--- config.mk ---
export PLATFORM = sky130hd
export DESIGN_NAME = i2c_slave
export DESIGN_NICKNAME = d
export VERILOG_FILES = /design/src/rtl/i2c_slave.sv
export SDC_FILE = /design/constraint.sdc
export NUM_CORES = 1
export LEC_CHECK = 0
export BUFFER_PORTS_ARGS = -buffer_cell sky130_fd_sc_hd__buf_2
export CELL_PAD_IN_SITES_DETAIL_PLACEMENT = 1
export CELL_PAD_IN_SITES_GLOBAL_PLACEMENT = 1
export CORE_MARGIN = 10
export CORE_UTILIZATION = 41
export CTS_CLUSTER_SIZE = 25
export DETAILED_ROUTE_END_ITERATION = 12
export PLACE_DENSITY = 0.7
export SYNTH_ARGS = -nofsm -noshare
export SYNTH_HDL_FRONTEND = slang
export SYNTH_SLANG_ARGS = --single-unit
--- constraint.sdc ---
create_clock -name clk -period 1.75 [get_ports clk]
set_clock_uncertainty 0.15 [all_clocks]
set_input_delay 0.0875 -clock clk [delete_from_list [all_inputs] [get_ports clk]]
set_output_delay 0.0875 -clock clk [all_outputs]
set_load 0.02 [all_outputs]
--- src/rtl/i2c_slave.sv ---
// I2C target at 7-bit address DEV_ADDR: written bytes appear on rx_data, read bytes come from tx_data.
// Optional 3-sample majority glitch filter on SCL/SDA, enabled by defining I2C_SLAVE_GLITCH_FILTER_EN.
module i2c_slave #(
    parameter logic [6:0] DEV_ADDR = 7'h50
) (
    input  logic       clk,
    input  logic       reset,
    input  logic       scl_in,
    input  logic       sda_in,
    output logic       sda_oe,
    output logic [7:0] rx_data,
    output logic       rx_valid,
    input  logic [7:0] tx_data,
    output logic       tx_req,
    output logic       busy
);
    typedef enum logic [2:0] {
        IDLE, ADDR, ADDR_ACK, WRITE, WRITE_ACK, READ, READ_ACK, IGNORE
    } state_t;

    state_t     state, state_d;
    logic [1:0] scl_sync, sda_sync;
    logic       scl, sda, scl_q, sda_q;
    logic       scl_rise, scl_fall, start, stop, last_bit, load_tx;
    logic [2:0] bit_cnt, bit_cnt_d;
    logic [6:0] shift, shift_d, tx_shift, tx_shift_d;
    logic [7:0] rx_data_d;
    logic       rw, rw_d, sda_oe_d, busy_d, rx_valid_d, tx_req_d;

    // NOTE: sequential state is always written with <=, so every flop samples pre-edge values.
    always_ff @(posedge clk or posedge reset) begin
        if (reset) begin
            scl_sync <= 2'b11;
            sda_sync <= 2'b11;
        end else begin
            scl_sync <= {scl_sync[0], scl_in};
            sda_sync <= {sda_sync[0], sda_in};
        end
    end

`ifdef I2C_SLAVE_GLITCH_FILTER_EN
    logic [2:0] scl_hist, sda_hist;

    always_ff @(posedge clk or posedge reset) begin
        if (reset) begin
            scl_hist <= 3'b111;
            sda_hist <= 3'b111;
        end else begin
            scl_hist <= {scl_hist[1:0], scl_sync[1]};
            sda_hist <= {sda_hist[1:0], sda_sync[1]};
        end
    end

    assign scl = (scl_hist[0] & scl_hist[1]) | (scl_hist[0] & scl_hist[2]) | (scl_hist[1] & scl_hist[2]);
    assign sda = (sda_hist[0] & sda_hist[1]) | (sda_hist[0] & sda_hist[2]) | (sda_hist[1] & sda_hist[2]);
`else
    assign scl = scl_sync[1];
    assign sda = sda_sync[1];
`endif

    always_ff @(posedge clk or posedge reset) begin
        if (reset) begin
            scl_q <= 1'b1;
            sda_q <= 1'b1;
        end else begin
            scl_q <= scl;
            sda_q <= sda;
        end
    end

    assign scl_rise = scl & ~scl_q;
    assign scl_fall = ~scl & scl_q;
    assign start    = scl & scl_q & sda_q & ~sda;
    assign stop     = scl & scl_q & ~sda_q & sda;
    assign last_bit = (bit_cnt == 3'd7);
    // sda_oe doubles as the ACK phase flag: low before the ACK slot opens, high while it is driven.
    assign load_tx  = scl_fall && ((state == ADDR_ACK && sda_oe && rw) || state == READ_ACK);

    always_ff @(posedge clk or posedge reset) begin
        if (reset) begin
            state    <= IDLE;
            bit_cnt  <= 3'd0;
            shift    <= 7'd0;
            tx_shift <= 7'd0;
            rw       <= 1'b0;
            sda_oe   <= 1'b0;
            busy     <= 1'b0;
            rx_data  <= 8'h00;
            rx_valid <= 1'b0;
            tx_req   <= 1'b0;
        end else begin
            state    <= state_d;
            bit_cnt  <= bit_cnt_d;
            shift    <= shift_d;
            tx_shift <= tx_shift_d;
            rw       <= rw_d;
            sda_oe   <= sda_oe_d;
            busy     <= busy_d;
            rx_data  <= rx_data_d;
            rx_valid <= rx_valid_d;
            tx_req   <= tx_req_d;
        end
    end

    always_comb begin
        state_d = state;
        if (start) begin
            state_d = ADDR;
        end else if (stop) begin
            state_d = IDLE;
        end else begin
            case (state)
                ADDR:      if (scl_rise && last_bit) state_d = (shift == DEV_ADDR) ? ADDR_ACK : IGNORE;
                ADDR_ACK:  if (scl_fall && sda_oe) state_d = rw ? READ : WRITE;
                WRITE:     if (scl_rise && last_bit) state_d = WRITE_ACK;
                WRITE_ACK: if (scl_fall && sda_oe) state_d = WRITE;
                READ:      if (scl_fall && bit_cnt == 3'd0) state_d = READ_ACK;
                READ_ACK: begin
                    if (scl_rise && sda) state_d = IGNORE;
                    else if (scl_fall)   state_d = READ;
                end
                default: ;
            endcase
        end
    end

    // NOTE: every signal assigned here gets a default first, so no latch can be inferred.
    always_comb begin
        bit_cnt_d  = bit_cnt;
        shift_d    = shift;
        tx_shift_d = tx_shift;
        rw_d       = rw;
        sda_oe_d   = sda_oe;
        busy_d     = busy;
        rx_data_d  = rx_data;
        rx_valid_d = 1'b0;
        tx_req_d   = 1'b0;
        if (start) begin
            bit_cnt_d = 3'd0;
            sda_oe_d  = 1'b0;
        end else if (stop) begin
            sda_oe_d = 1'b0;
            busy_d   = 1'b0;
        end else if (load_tx) begin
            tx_shift_d = tx_data[6:0];
            sda_oe_d   = ~tx_data[7];
            bit_cnt_d  = 3'd0;
            tx_req_d   = 1'b1;
        end else begin
            case (state)
                ADDR, WRITE: if (scl_rise) begin
                    shift_d   = {shift[5:0], sda};
                    bit_cnt_d = bit_cnt + 3'd1;
                    if (last_bit && state == ADDR) begin
                        rw_d   = sda;
                        busy_d = (shift == DEV_ADDR);
                    end
                    if (last_bit && state == WRITE) begin
                        rx_data_d  = {shift, sda};
                        rx_valid_d = 1'b1;
                    end
                end
                ADDR_ACK, WRITE_ACK: if (scl_fall) sda_oe_d = ~sda_oe;
                READ: begin
                    if (scl_rise) bit_cnt_d = bit_cnt + 3'd1;
                    if (scl_fall) begin
                        if (bit_cnt == 3'd0) begin
                            sda_oe_d = 1'b0;
                        end else begin
                            sda_oe_d   = ~tx_shift[6];
                            tx_shift_d = {tx_shift[5:0], 1'b0};
                        end
                    end
                end
                IGNORE:  sda_oe_d = 1'b0;
                default: ;
            endcase
        end
    end
endmodule
; Word-level counts from Yosys, hierarchy flattened
; Cells that the tools add are included.
[totals]
ff_bits = 39
word_cells = 125
[classes]
add_sub_neg = 1
n_eq_ne = 20
n_mux = 42
n_bitwise = 17
reduce_logical = 31
[ops]
columns = cell, count
row1 = two-way mux 3 bit, 16
row2 = two-way mux 7 bit, 4
row3 = two-way mux 1 bit, 20
row4 = one-hot mux 3 bit (6 select lines), 1
row5 = "!= test 4 bit, second input constant", 4
row6 = "equality test 3 bit, second input constant", 5
row7 = AND reduction 5 bit, 3
row8 = AND reduction 6 bit, 2
row9 = "!= test 5 bit, second input constant", 2
row10 = NOT 1 bit, 10
row11 = nonzero test 2 bit, 5
row12 = logical AND 1 bit, 9
row13 = nonzero test 8 bit, 1
row14 = AND 1 bit, 7
row15 = "equality test 7 bit, second input constant", 1
row16 = AND reduction 7 bit, 1
row17 = "equality test 3 x 2 -> 1 bit, second input constant", 2
row18 = "!= test 2 bit, second input constant", 3
row19 = AND reduction 3 bit, 2
row20 = nonzero test 3 bit, 2
row21 = nonzero test 6 bit, 1
row22 = "!= test 5 x 4 -> 1 bit, second input constant", 1
row23 = "!= test 4 x 3 -> 1 bit, second input constant", 1
row24 = OR reduction 2 bit, 2
row25 = 6 further kinds, 6

; Logic depth before layout (Yosys ltp)
[depth]
depth_word = 8
ltp_mapped = 8
ltp_nobuf = 7

; Worst setup path before layout
; Ideal clock, no wire load.
[synth_timing]
path_type = register to register
startpoint = register bit_cnt[0]
endpoint = register state[2]
setup_time_ps = 77
arrival_time_ps = 1498
required_ps = 1523
slack_ps = 24
path_stages_with_launch = 8
n_path_buf = 0
period_less_slack_ps = 1726
path_cell_list = dfrtp_1 ha_1 ha_1 nand4bb_1 a32oi_1 o221ai_2 or2_0 a21oi_1
[synth_between]
elab_chain_len = 4
[synth_lines]
columns = element, line
row1 = "start, declared", 25  ; logic [2:0] bit_cnt, bit_cnt_d;
row2 = "start signal, assigned", 93  ; bit_cnt <= bit_cnt_d;
row3 = equality test 3 bit / logical NOT 3 bit (equally long branches), "75, 117"
row4 = logical AND 1 bit (on tied branches), "113, 115, 117"
row5 = != test 4 bit (no line), n/a
row6 = AND reduction 7 bit (no line) *, n/a
row7 = "end signal, assigned", 92  ; state <= state_d;
row8 = "end, declared", 21  ; state_t state, state_d;
; Mark *: on every way between the ends. The rest lies on a longest branch, timed or not.
; A chain may end at the register's enable or synchronous reset.

; Worst setup path in the final report
[layout_timing]
startpoint = register bit_cnt[0]
endpoint = register state[1]
; Same word-level chain as after synthesis.

==> results by group <==
Run status
  – Status: complete, but fails checks
  – Failing checks: negative setup slack

Clock network
  – # clock sinks: 39
  – Num CTS Buffers: 5
  – Clock root buffer: clkbuf_8
  – Clock latency on the worst-skew pair: 0.30 ns
  – Clock-pin slew on the worst setup and hold paths: 0.09 ns
  – Longest Clk Path Bufs: 2
  – H-tree depth: 2
  – CTS tree: done

Yosys
  – Synth warn: 0
  – Synth area leaders: dfrtp_1, mux2_2, dfstp_2, mux2i_1, nand2_1
  – Number of synthesized flops with an enable pin: 0
  – Share of the synthesized area in the top cell type: 43.5%
  – Syn Area/Cell: 11.7 um2
  – Post-synth cell types: 51
  – Post-synthesis register bit count: 39
  – Synth Cell Area: 0.00190 mm2
  – Post-Syn Instances: 162
  – Async SR Flop Fraction: 100%
  – Cell taking the most area after synthesis: dfrtp_1
  – Syn Nets: 177
  – Seq/Total Area, Yosys: 51.8%
  – Ys flop type: dfrtp_1

Floorplan
  – Row Count: 24
  – Die footprint: 0.00775 mm2
  – Die width: 88.1 um
  – Initial cell density of the core: 43.0%
  – CORE AREA: 0.00441 mm2
  – Chip height: 88.1 um
  – IO Count: 24

STA
  – RSZ-0062 raised after global routing: yes
  – Fin crit share: 106%
  – Minimum clock period: 1.85 ns
  – Final WS setup: -0.0983 ns
  – Setup_tns: -0.367 ns
  – Endpoints failing setup: 6
  – Hold_ws: 0.206 ns
  – Hold Fails Final Rpt: 0
  – Least-Margin Pin Slew: 0.483 ns
  – Slew headroom: 67.8%
  – Fmax: 0.541 GHz
  – Final Max Tran Viols: 0

Drt
  – Antenna Nets Post-Route: 0
  – DR iter-0 viols: 76
  – Via count: 1448
  – Final WL: 4880 um
  – Met3 Routed Length: 111 um
  – DR top layer: met4
  – Drt wl/cell: 17.7 um
  – Met2 Routed Length: 2570 um
  – Metal-1 WL: 2110 um
  – Via density: 5.25
  – Remaining DRCs: 0
  – First drt pass iteration count: 4

Setup path
  – CP required: 1.78 ns
  – Crit start category: flip-flop
  – CP peak stage delay: 0.38 ns
  – CP top delay family: compound AO/OA/AOI/OAI gates
  – Critical path's slowest cell: dfrtp_1
  – Worst setup EP type: flip-flop
  – WP buf/inv: 1
  – Worst-path cell chain: ha_1, ha_1, nand4bb_1, a32oi_2, o221ai_4, buf_4, nor2_2, a211oi_2
  – Crit-path most repeated cell: ha_1
  – Setup CP Type: flip-flop to flip-flop
  – Crit-path max FO: 5
  – Arrival @ worst endpoint: 1.88 ns

Pwr
  – Leak pwr: 1.19 nW
  – VDD IR max: 0.000533 V
  – PD cells: 1380 mW/mm2

Cells and area
  – P&R area growth vs syn: 35.0%
  – Layout Utilization: 58.1%
  – Most frequent cells in the layout: dfrtp_1, buf_2, buf_4, nand2_1, mux2_2
  – Layout cells sized above 1: 46.6%
  – Fillers: 480
  – Fin cells: 276
  – Most common cell after layout, fill and taps aside: dfrtp_1
  – Nets@finish: 237

GRT
  – Pin count of the biggest net entering global routing: 40
  – Total gr overflow: 0
  – First-pass GRT wire length: 7690 um
  – Vias in the first global route: 1573
  – Initial antenna violation count: 1
  – GRT Overall Usage: 12.6%

Placed design
  – GP Congestion: 0.756
  – Setup WS pre-CTS: -0.0859 ns
  – Post-DP HPWL: 3180 um
  – Placed Instances: 247
  – PortBufs: 23

Job
  – Max-cap viol count: 0

Hold path
  – HP Class: flip-flop to flip-flop
## layout make-up
cell class | instances | area, um2 | area share (%)
antenna | 1 | 2.50 | 0.0976
multi-input combinational | 110 | 937 | 36.6
timing repair buffer | 60 | 462 | 18.0
inverter | 6 | 22.5 | 0.878
clock buffer | 5 | 68.8 | 2.68
sequential | 39 | 986 | 38.5
tap | 52 | 65.1 | 2.54
clock inverter | 3 | 20.0 | 0.781
## cell families (layout without fill, tap and decap cells)
group / count (synthesis) / in the layout / synth area share, %
AND/OR/NAND/NOR: 48 / 49 / 16.5
flip-flops: 39 / 39 / 51.8
AO/OA/AOI/OAI: 34 / 34 / 12.0
multiplexers: 22 / 22 / 12.6
buffers and inverters: 14 / 74 / 4.15
adder cells (fa/ha/maj): 3 / 3 / 1.98
XOR/XNOR: 2 / 2 / 0.922
other: 0 / 1 / 0
## stage by stage
stage | instance area, um2 | power, mW
4_1_cts | 2400 | 3.28
5_1_grt | 2560 | 3.80
3_3_place_gp | 2170 | 2.52
3_5_place_dp | 2170 | 2.59
2_1_floorplan | 1900 | 2.23
6_report | 2560 | 3.55
## flip-flops by register name (all words and copies together), names as in the netlist, 2 cells and up
name and count:
bit_cnt 3, shift 7, state 3, sda_sync 2, rx_data 8, scl_sync 2
tx_shift 7
## where the power goes
group / leakage [nW] / internal [mW] / switching (mW)
Clock: 0.0402 / 0.278 / 0.344
Sequential: 0.488 / 1.16 / 0.257
Combinational: 0.665 / 0.760 / 0.750
## per-layer routing
metal | vias up | global-route usage (%)
met3 | 7 | 3.06
met4 | 0 | 6.28
met2 | 17 | 20.5
met5 | - | 0
met1 | 730 | 15.2
li1 | 694 | -
## timing repair
item                                    4_1_cts  5_1_grt
gates resized for setup                       4       22
pin swaps                                     3        4
hold buffers                                 11        0
cloned                                        0        2
buffers inserted                              1        6
endpoints found under the hold margin        43        0
endpoints found under the setup margin       13       22
## cell usage after synthesis (2+ instances only)
cell type  count
ha_1           3
nor2_1         5
buf_6          2
and3_1         2
nor3_1         2
nand3b_1       2
nand4b_1       2
buf_4          2
nand2b_1       4
o21ai_0       10
inv_1          6
nand2_1       16
buf_2          3
mux2_2        16
dfrtp_1       33
a21oi_1        7
o211ai_1       3
mux2i_1        6
dfstp_2        6
## final timing paths
path,from,to,slack (ns),cells after the start
min reg2reg,scl_sync[0],scl_sync[1],0.21,0
max in group asynchronous,reset,state[1],0.80,4
min in group asynchronous,reset,tx_shift[5],0.29,4
min,scl_sync[0],scl_sync[1],0.21,0
max reg2reg,bit_cnt[0],state[1],-0.1,8
max,bit_cnt[0],state[1],-0.1,8
No activity file was read; power rests on OpenSTA's default activity.
